<file path="src/rtl/fifo_sync_param_if.sv">
// Producer/consumer handshake bundle for fifo_sync_param.
// master = the surrounding logic, slave = the FIFO itself.
interface fifo_sync_param_if #(
    parameter int MEMORY_WIDTH = 8,
    parameter int ADDRESS_SIZE = 4
);
    logic                    w_en;
    logic [MEMORY_WIDTH-1:0] wdata;
    logic                    r_en;
    logic [MEMORY_WIDTH-1:0] rdata;
    logic                    w_full;
    logic                    r_empty;
    logic                    w_almost_full;
    logic                    r_almost_empty;
    logic [ADDRESS_SIZE:0]   count;
    logic                    overflow;
    logic                    underflow;

    modport master (
        output w_en, wdata, r_en,
        input  rdata, w_full, r_empty, w_almost_full, r_almost_empty,
        input  count, overflow, underflow
    );

    modport slave (
        input  w_en, wdata, r_en,
        output rdata, w_full, r_empty, w_almost_full, r_almost_empty,
        output count, overflow, underflow
    );
endinterface

</file>
<file path="src/rtl/fifo_sync_param.sv">
// Single-clock parametrised FIFO with occupancy count, almost flags and error pulses.
// Define FIFO_FWFT_EN for first-word-fall-through reads; otherwise reads are registered.
module fifo_sync_param #(
    parameter int MEMORY_WIDTH     = 8,
    parameter int MEMORY_DEPTH     = 16,
    parameter int ADDRESS_SIZE     = 4,
    parameter int ALMOST_FULL_LVL  = 12,
    parameter int ALMOST_EMPTY_LVL = 4
) (
    input logic              clk,
    input logic              rst,
    fifo_sync_param_if.slave bus
);

    localparam logic [ADDRESS_SIZE:0] DEPTH_C = (ADDRESS_SIZE+1)'(MEMORY_DEPTH);
    localparam logic [ADDRESS_SIZE:0] AF_LVL_C = (ADDRESS_SIZE+1)'(ALMOST_FULL_LVL);
    localparam logic [ADDRESS_SIZE:0] AE_LVL_C = (ADDRESS_SIZE+1)'(ALMOST_EMPTY_LVL);

    logic [MEMORY_WIDTH-1:0] mem_q [MEMORY_DEPTH];

    logic [ADDRESS_SIZE-1:0] wptr_q, wptr_d;
    logic [ADDRESS_SIZE-1:0] rptr_q, rptr_d;
    logic [ADDRESS_SIZE:0]   count_q, count_d;
    logic                    overflow_q, overflow_d;
    logic                    underflow_q, underflow_d;

    logic full, empty;
    logic wr_ok, rd_ok;

    assign full  = (count_q == DEPTH_C);
    assign empty = (count_q == '0);

    // A full FIFO still pops and an empty FIFO still pushes; only the blocked side is rejected.
    assign wr_ok = bus.w_en && !full;
    assign rd_ok = bus.r_en && !empty;

    always_comb begin
        wptr_d      = wptr_q;
        rptr_d      = rptr_q;
        count_d     = count_q;
        overflow_d  = bus.w_en && full;
        underflow_d = bus.r_en && empty;

        if (wr_ok) begin
            wptr_d = wptr_q + 1'b1;
        end
        if (rd_ok) begin
            rptr_d = rptr_q + 1'b1;
        end

        unique case ({wr_ok, rd_ok})
            2'b10:   count_d = count_q + 1'b1;
            2'b01:   count_d = count_q - 1'b1;
            default: count_d = count_q;
        endcase
    end

    always_ff @(posedge clk or posedge rst) begin
        if (rst) begin
            wptr_q      <= '0;
            rptr_q      <= '0;
            count_q     <= '0;
            overflow_q  <= 1'b0;
            underflow_q <= 1'b0;
        end else begin
            wptr_q      <= wptr_d;
            rptr_q      <= rptr_d;
            count_q     <= count_d;
            overflow_q  <= overflow_d;
            underflow_q <= underflow_d;
        end
    end

    // Storage is deliberately not reset; pointers guarantee stale words are never exposed.
    always_ff @(posedge clk) begin
        if (wr_ok) begin
            mem_q[wptr_q] <= bus.wdata;
        end
    end

`ifdef FIFO_FWFT_EN
    assign bus.rdata = empty ? '0 : mem_q[rptr_q];
`else
    logic [MEMORY_WIDTH-1:0] rdata_q, rdata_d;

    always_comb begin
        rdata_d = rdata_q;
        if (rd_ok) begin
            rdata_d = mem_q[rptr_q];
        end
    end

    always_ff @(posedge clk or posedge rst) begin
        if (rst) begin
            rdata_q <= '0;
        end else begin
            rdata_q <= rdata_d;
        end
    end

    assign bus.rdata = rdata_q;
`endif

    assign bus.count          = count_q;
    assign bus.w_full         = full;
    assign bus.r_empty        = empty;
    assign bus.w_almost_full  = (count_q >= AF_LVL_C);
    assign bus.r_almost_empty = (count_q <= AE_LVL_C);
    assign bus.overflow       = overflow_q;
    assign bus.underflow      = underflow_q;

endmodule

</file>
<file path="src/flat_wrapper.sv">
// flat-port wrapper written by rule: the top's interface ports become plain ports
module fifo_sync_param_flat 
#(
    parameter int MEMORY_WIDTH     = 8,
    parameter int MEMORY_DEPTH     = 16,
    parameter int ADDRESS_SIZE     = 4,
    parameter int ALMOST_FULL_LVL  = 12,
    parameter int ALMOST_EMPTY_LVL = 4
)
  (clk, rst, bus_w_en, bus_wdata, bus_r_en, bus_rdata, bus_w_full, bus_r_empty, bus_w_almost_full, bus_r_almost_empty, bus_count, bus_overflow, bus_underflow);
  fifo_sync_param_if #(.MEMORY_WIDTH(MEMORY_WIDTH), .ADDRESS_SIZE(ADDRESS_SIZE)) bus_i ();
  input logic clk;
  input logic rst;
  input wire logic [$bits(bus_i.w_en)-1:0] bus_w_en;
  input wire logic [$bits(bus_i.wdata)-1:0] bus_wdata;
  input wire logic [$bits(bus_i.r_en)-1:0] bus_r_en;
  output wire logic [$bits(bus_i.rdata)-1:0] bus_rdata;
  output wire logic [$bits(bus_i.w_full)-1:0] bus_w_full;
  output wire logic [$bits(bus_i.r_empty)-1:0] bus_r_empty;
  output wire logic [$bits(bus_i.w_almost_full)-1:0] bus_w_almost_full;
  output wire logic [$bits(bus_i.r_almost_empty)-1:0] bus_r_almost_empty;
  output wire logic [$bits(bus_i.count)-1:0] bus_count;
  output wire logic [$bits(bus_i.overflow)-1:0] bus_overflow;
  output wire logic [$bits(bus_i.underflow)-1:0] bus_underflow;
  assign bus_i.w_en = bus_w_en;
  assign bus_i.wdata = bus_wdata;
  assign bus_i.r_en = bus_r_en;
  assign bus_rdata = bus_i.rdata;
  assign bus_w_full = bus_i.w_full;
  assign bus_r_empty = bus_i.r_empty;
  assign bus_w_almost_full = bus_i.w_almost_full;
  assign bus_r_almost_empty = bus_i.r_almost_empty;
  assign bus_count = bus_i.count;
  assign bus_overflow = bus_i.overflow;
  assign bus_underflow = bus_i.underflow;
  fifo_sync_param #(.MEMORY_WIDTH(MEMORY_WIDTH), .MEMORY_DEPTH(MEMORY_DEPTH), .ADDRESS_SIZE(ADDRESS_SIZE), .ALMOST_FULL_LVL(ALMOST_FULL_LVL), .ALMOST_EMPTY_LVL(ALMOST_EMPTY_LVL)) u_core (.clk(clk), .rst(rst), .bus(bus_i));
endmodule
</file>
<file path="config.mk">
export PLATFORM = sky130hd
export DESIGN_NAME = fifo_sync_param_flat
export DESIGN_NICKNAME = d
export VERILOG_FILES = /design/src/rtl/fifo_sync_param_if.sv /design/src/rtl/fifo_sync_param.sv /design/src/flat_wrapper.sv
export SDC_FILE = /design/constraint.sdc
export NUM_CORES = 1
export LEC_CHECK = 0
export BUFFER_PORTS_ARGS = -buffer_cell sky130_fd_sc_hd__buf_2
export CAP_MARGIN = 15
export CORE_ASPECT_RATIO = 1.75
export CORE_MARGIN = 5
export CORE_UTILIZATION = 52
export CTS_BUF_LIST = sky130_fd_sc_hd__clkbuf_16
export CTS_CLUSTER_SIZE = 20
export DETAILED_ROUTE_END_ITERATION = 16
export GPL_ROUTABILITY_DRIVEN = 0
export PLACE_DENSITY_LB_ADDON = 0.25
export SETUP_SLACK_MARGIN = 0.02
export SLEW_MARGIN = 20
export SYNTH_ARGS = -nofsm -noshare
export SYNTH_HDL_FRONTEND = slang
export SYNTH_SLANG_ARGS = --single-unit
</file>
<file path="constraint.sdc">
create_clock -name clk -period 3.3 [get_ports clk]
set_input_delay 0.165 -clock clk [delete_from_list [all_inputs] [get_ports clk]]
set_output_delay 0.165 -clock clk [all_outputs]
set_load 0.02 [all_outputs]
</file>
==> run_results.csv <==
group,metric,value,unit
logic_synthesis,seq_area_frac_synth,0.7220,
pwr,power.internal,0.004144,W
cells_and_area,antenna_cells,0,
pwr,vdd_drop_max,0.0003980,V
global_route,grt_pass1_vias,3256,
flow_run,cap_violations,0,
cells_and_area,layout_common_cells,"128 x edfxtp_1, 30 x buf_2, 22 x dfrtp_1, 20 x mux4_2",
setup_path,start_kind,"register",
setup_path,rr_endpoint,"u_core.bus.count[4]",
timing,timing.final.hold_violations,0,
logic_synthesis,ys_async_sr_fraction,0.1523,
setup_path,required,3.64,ns
pwr,p_leak,2.479,nW
clocking,cts_root_buf,"clkbuf_16",
clocking,cts.clk_slew.worst_paths,0.06,ns
cells_and_area,drive_gt1_frac,0.2969,
hold_path,hp-start,"bus_r_en",
cells_and_area,area_growth_syn_to_layout,14.66,%
global_route,antenna_found_initial,0,
logic_synthesis,synth-main-ff-cell,"edfxtp_1",
place,place_ws,0.2619,ns
run_status,status,"finished clean",
drt,drt_iter0_markers,246,
cells_and_area,final_util,0.6060,
pwr,p_sw_frac,0.3155,
logic_synthesis,ys_types,41,
global_route,grt_overflow,0,
clocking,cts_tree,"done",
clocking,clock_path_buffers,2,
cells_and_area,layout_commonest_cell,"edfxtp_1",
clocking,cts_setup_buffers,0,
global_route,grt_max_degree,24,
floorplanning,start_util,0.5285,
setup_path,crit_buf_inv,1,
timing,skew,0.007297,ns
timing,final-setup-viol-count,0,
floorplanning,dieArea,0.01413,mm2
floorplanning,die_h,153.5,um
pwr,powerDensity,862.8,mW/mm2
floorplanning,core_area,0.01158,mm2
setup_path,worst_path_most_repeated_cell,"ha_1",
logic_synthesis,ys_ff_latch,151,
setup_path,critPathSlowestCell,"nor4_2",
setup_path,critPathMaxStageDelay,0.56,ns
setup_path,critPathCaptureType,"register",
drt,vias,3036,
logic_synthesis,yosys_warnings,0,
clocking,cts_sinks,151,
timing,setup_slack,0.5035,ns
drt,dr.pass1.iters,4,
timing,period_share,0.8474,
logic_synthesis,syn_area_per_cell,19.01,um2
timing,grt_setup_unrepaired,"false",
setup_path,r2r-start,"u_core.bus.count[0]",
setup_path,crit_type,"reg -> reg",
setup_path,critPathTopFamily,"simple AND/OR/NAND/NOR gates",
floorplanning,rows,52,
setup_path,crit_fanout,9,
drt,postRouteAntennaNets,0,
drt,via_per_inst,5.850,
pwr,p_clk_frac,0.276,
clocking,numCtsBuffers,17,
logic_synthesis,synth-edff-count,128,
cells_and_area,final_nets,391,
setup_path,reg2reg_slack,0.50,ns
logic_synthesis,netlist_area,0.006121,mm2
timing,min_period,2.796,ns
logic_synthesis,syn_nets,342,
setup_path,cp.arrival,3.14,ns
pwr,p_switching,0.001911,W
floorplanning,die_x,92.02,um
pwr,power,0.006055,W
global_route,grt_pass1_wl,18540,um
setup_path,path_cells,"nor4_2 > a21boi_2 > inv_2 > ha_1 > xor2_1 > ha_1 > and3b_1 > o21ai_0 > a31oi_1 > xnor2_1",
timing,relSlewSlack,0.3802,
clocking,clock_insertion_delay_worst_skew,0.42,ns
global_route,track_usage,0.1806,
pwr,sequentialPowerShare,0.442,
hold_path,min_path_type,"in -> reg",
timing,max_freq,357.6,MHz
setup_path,r2r_cells,10,
floorplanning,io_pins,31,
drt,routed_wl,11700,um
logic_synthesis,syn_inst,322,
timing,fin_setup_tns,0,ns
timing,tightest_slew,0.9286,ns
drt,wl_per_cell,22.54,um
pwr,p_comb_frac,0.283,
hold_path,whs_endpoint,"u_core.bus.underflow",
timing,finalMaxSlewViolations,0,
hold_path,whs_path_depth,3,
drt,drcViolationCount,0,
clocking,ctsHtreeMaxLevel,4,
place,place_hpwl,7711,um
place,port_buffers,30,
synth_stat cells (all sizes together), types with 2 or more instances:
cell type	n	area share
a21oi	11	0.0090
buf	14	0.016
clkbuf	6	0.0037
dfrtp	23	0.094
edfxtp	128	0.63
ha	8	0.016
inv	6	0.0037
mux2	10	0.018
mux4	32	0.13
nand2	9	0.0055
nand2b	3	0.0031
nand4	2	0.0020
nor2	15	0.0092
nor2b	2	0.0020
nor3	6	0.0049
o21ai	3	0.0025
o22ai	17	0.017
or2	2	0.0020
xnor2	7	0.010
xor2	5	0.0072
per-layer routing:
metal | GRT usage | vias to the layer above | wire length [um]
met5 | 0 | - | 0
met4 | 0.07300 | 0 | 172
met3 | 0.04254 | 12 | 444
met2 | 0.3197 | 62 | 6624
met1 | 0.2098 | 1574 | 4455
li1 | - | 1388 | -
layout make-up:
| cell class | instances | area, um2 |
|---|---|---|
| Multi-Input combinational cell | 145 | 1572 |
| Clock buffer | 17 | 425.4 |
| Timing Repair Buffer | 50 | 317.8 |
| Clock inverter | 15 | 91.34 |
| Tap cell | 135 | 168.9 |
| Sequential cell | 151 | 4420 |
| Fill cell | 846 | 4563 |
| Inverter | 6 | 22.52 |
through the flow:
| stage | hold WS [ns] | cells | area, um2 |
|---|---|---|---|
| 2_1_floorplan | 0.1669 | 322 | 6121 |
| 3_3_place_gp | 0.3971 | 485 | 6474 |
| 3_5_place_dp | 0.4180 | 485 | 6474 |
| 4_1_cts | 0.02811 | 519 | 7010 |
| 5_1_grt | 0.09782 | 519 | 7018 |
| 6_report | 0.08364 | 519 | 7018 |
state kept, by name (all words and copies together) (netlist names):
| name | cells |
|---|---|
| u_core.bus.underflow | 1 |
| u_core.bus.count | 5 |
| u_core.bus.rdata | 8 |
| u_core.wptr_q | 4 |
| u_core.mem_q | 128 |
| u_core.rptr_q | 4 |
| u_core.bus.overflow | 1 |
tightest hold or removal path, stage by stage:
cell	delay, ns
buf_2	0.12
inv_1	0.11
nor3_1	0.07
power by group through the flow:
stage               Combinational, W  Sequential [W]  Clock (W)
floorplan                    0.00134         0.00260          0
global placement             0.00170         0.00269          0
detailed placement           0.00173         0.00272          0
CTS                          0.00174         0.00268    0.00171
global route                 0.00187         0.00272    0.00179
finish                       0.00171         0.00267    0.00167
cells by family after synthesis:
logic type | Yosys count | share of synthesized area
compound gates | 38 | 0.04007
xor+xnor | 12 | 0.01717
fa+ha+maj | 8 | 0.01635
buf+inv | 26 | 0.02310
flops | 151 | 0.7220
mux | 42 | 0.1435
simple gates | 45 | 0.03782
how the worst max path moves through the flow:
stage                                     end  cells past startpoint           startpoint  slack (ns)
after detailed placement  u_core.bus.count[4]                      9  u_core.bus.count[2]        0.26
final                     u_core.bus.count[4]                     10  u_core.bus.count[0]        0.50
after floorplan           u_core.bus.count[4]                     12  u_core.bus.count[1]        0.64
after global placement    u_core.bus.count[4]                      9  u_core.bus.count[2]        0.40
after CTS                 u_core.bus.count[4]                      9  u_core.bus.count[2]        0.25
after global routing      u_core.bus.count[4]                     10  u_core.bus.count[0]        0.24
timing repair:
action / CTS / global route
endpoints found under the hold margin: 24 / 0
gates resized for setup: 0 / 1
hold buffers: 2 / 0
setup endpoints to repair: 0 / 1
Note: power is estimated with default switching activity, not from simulation.
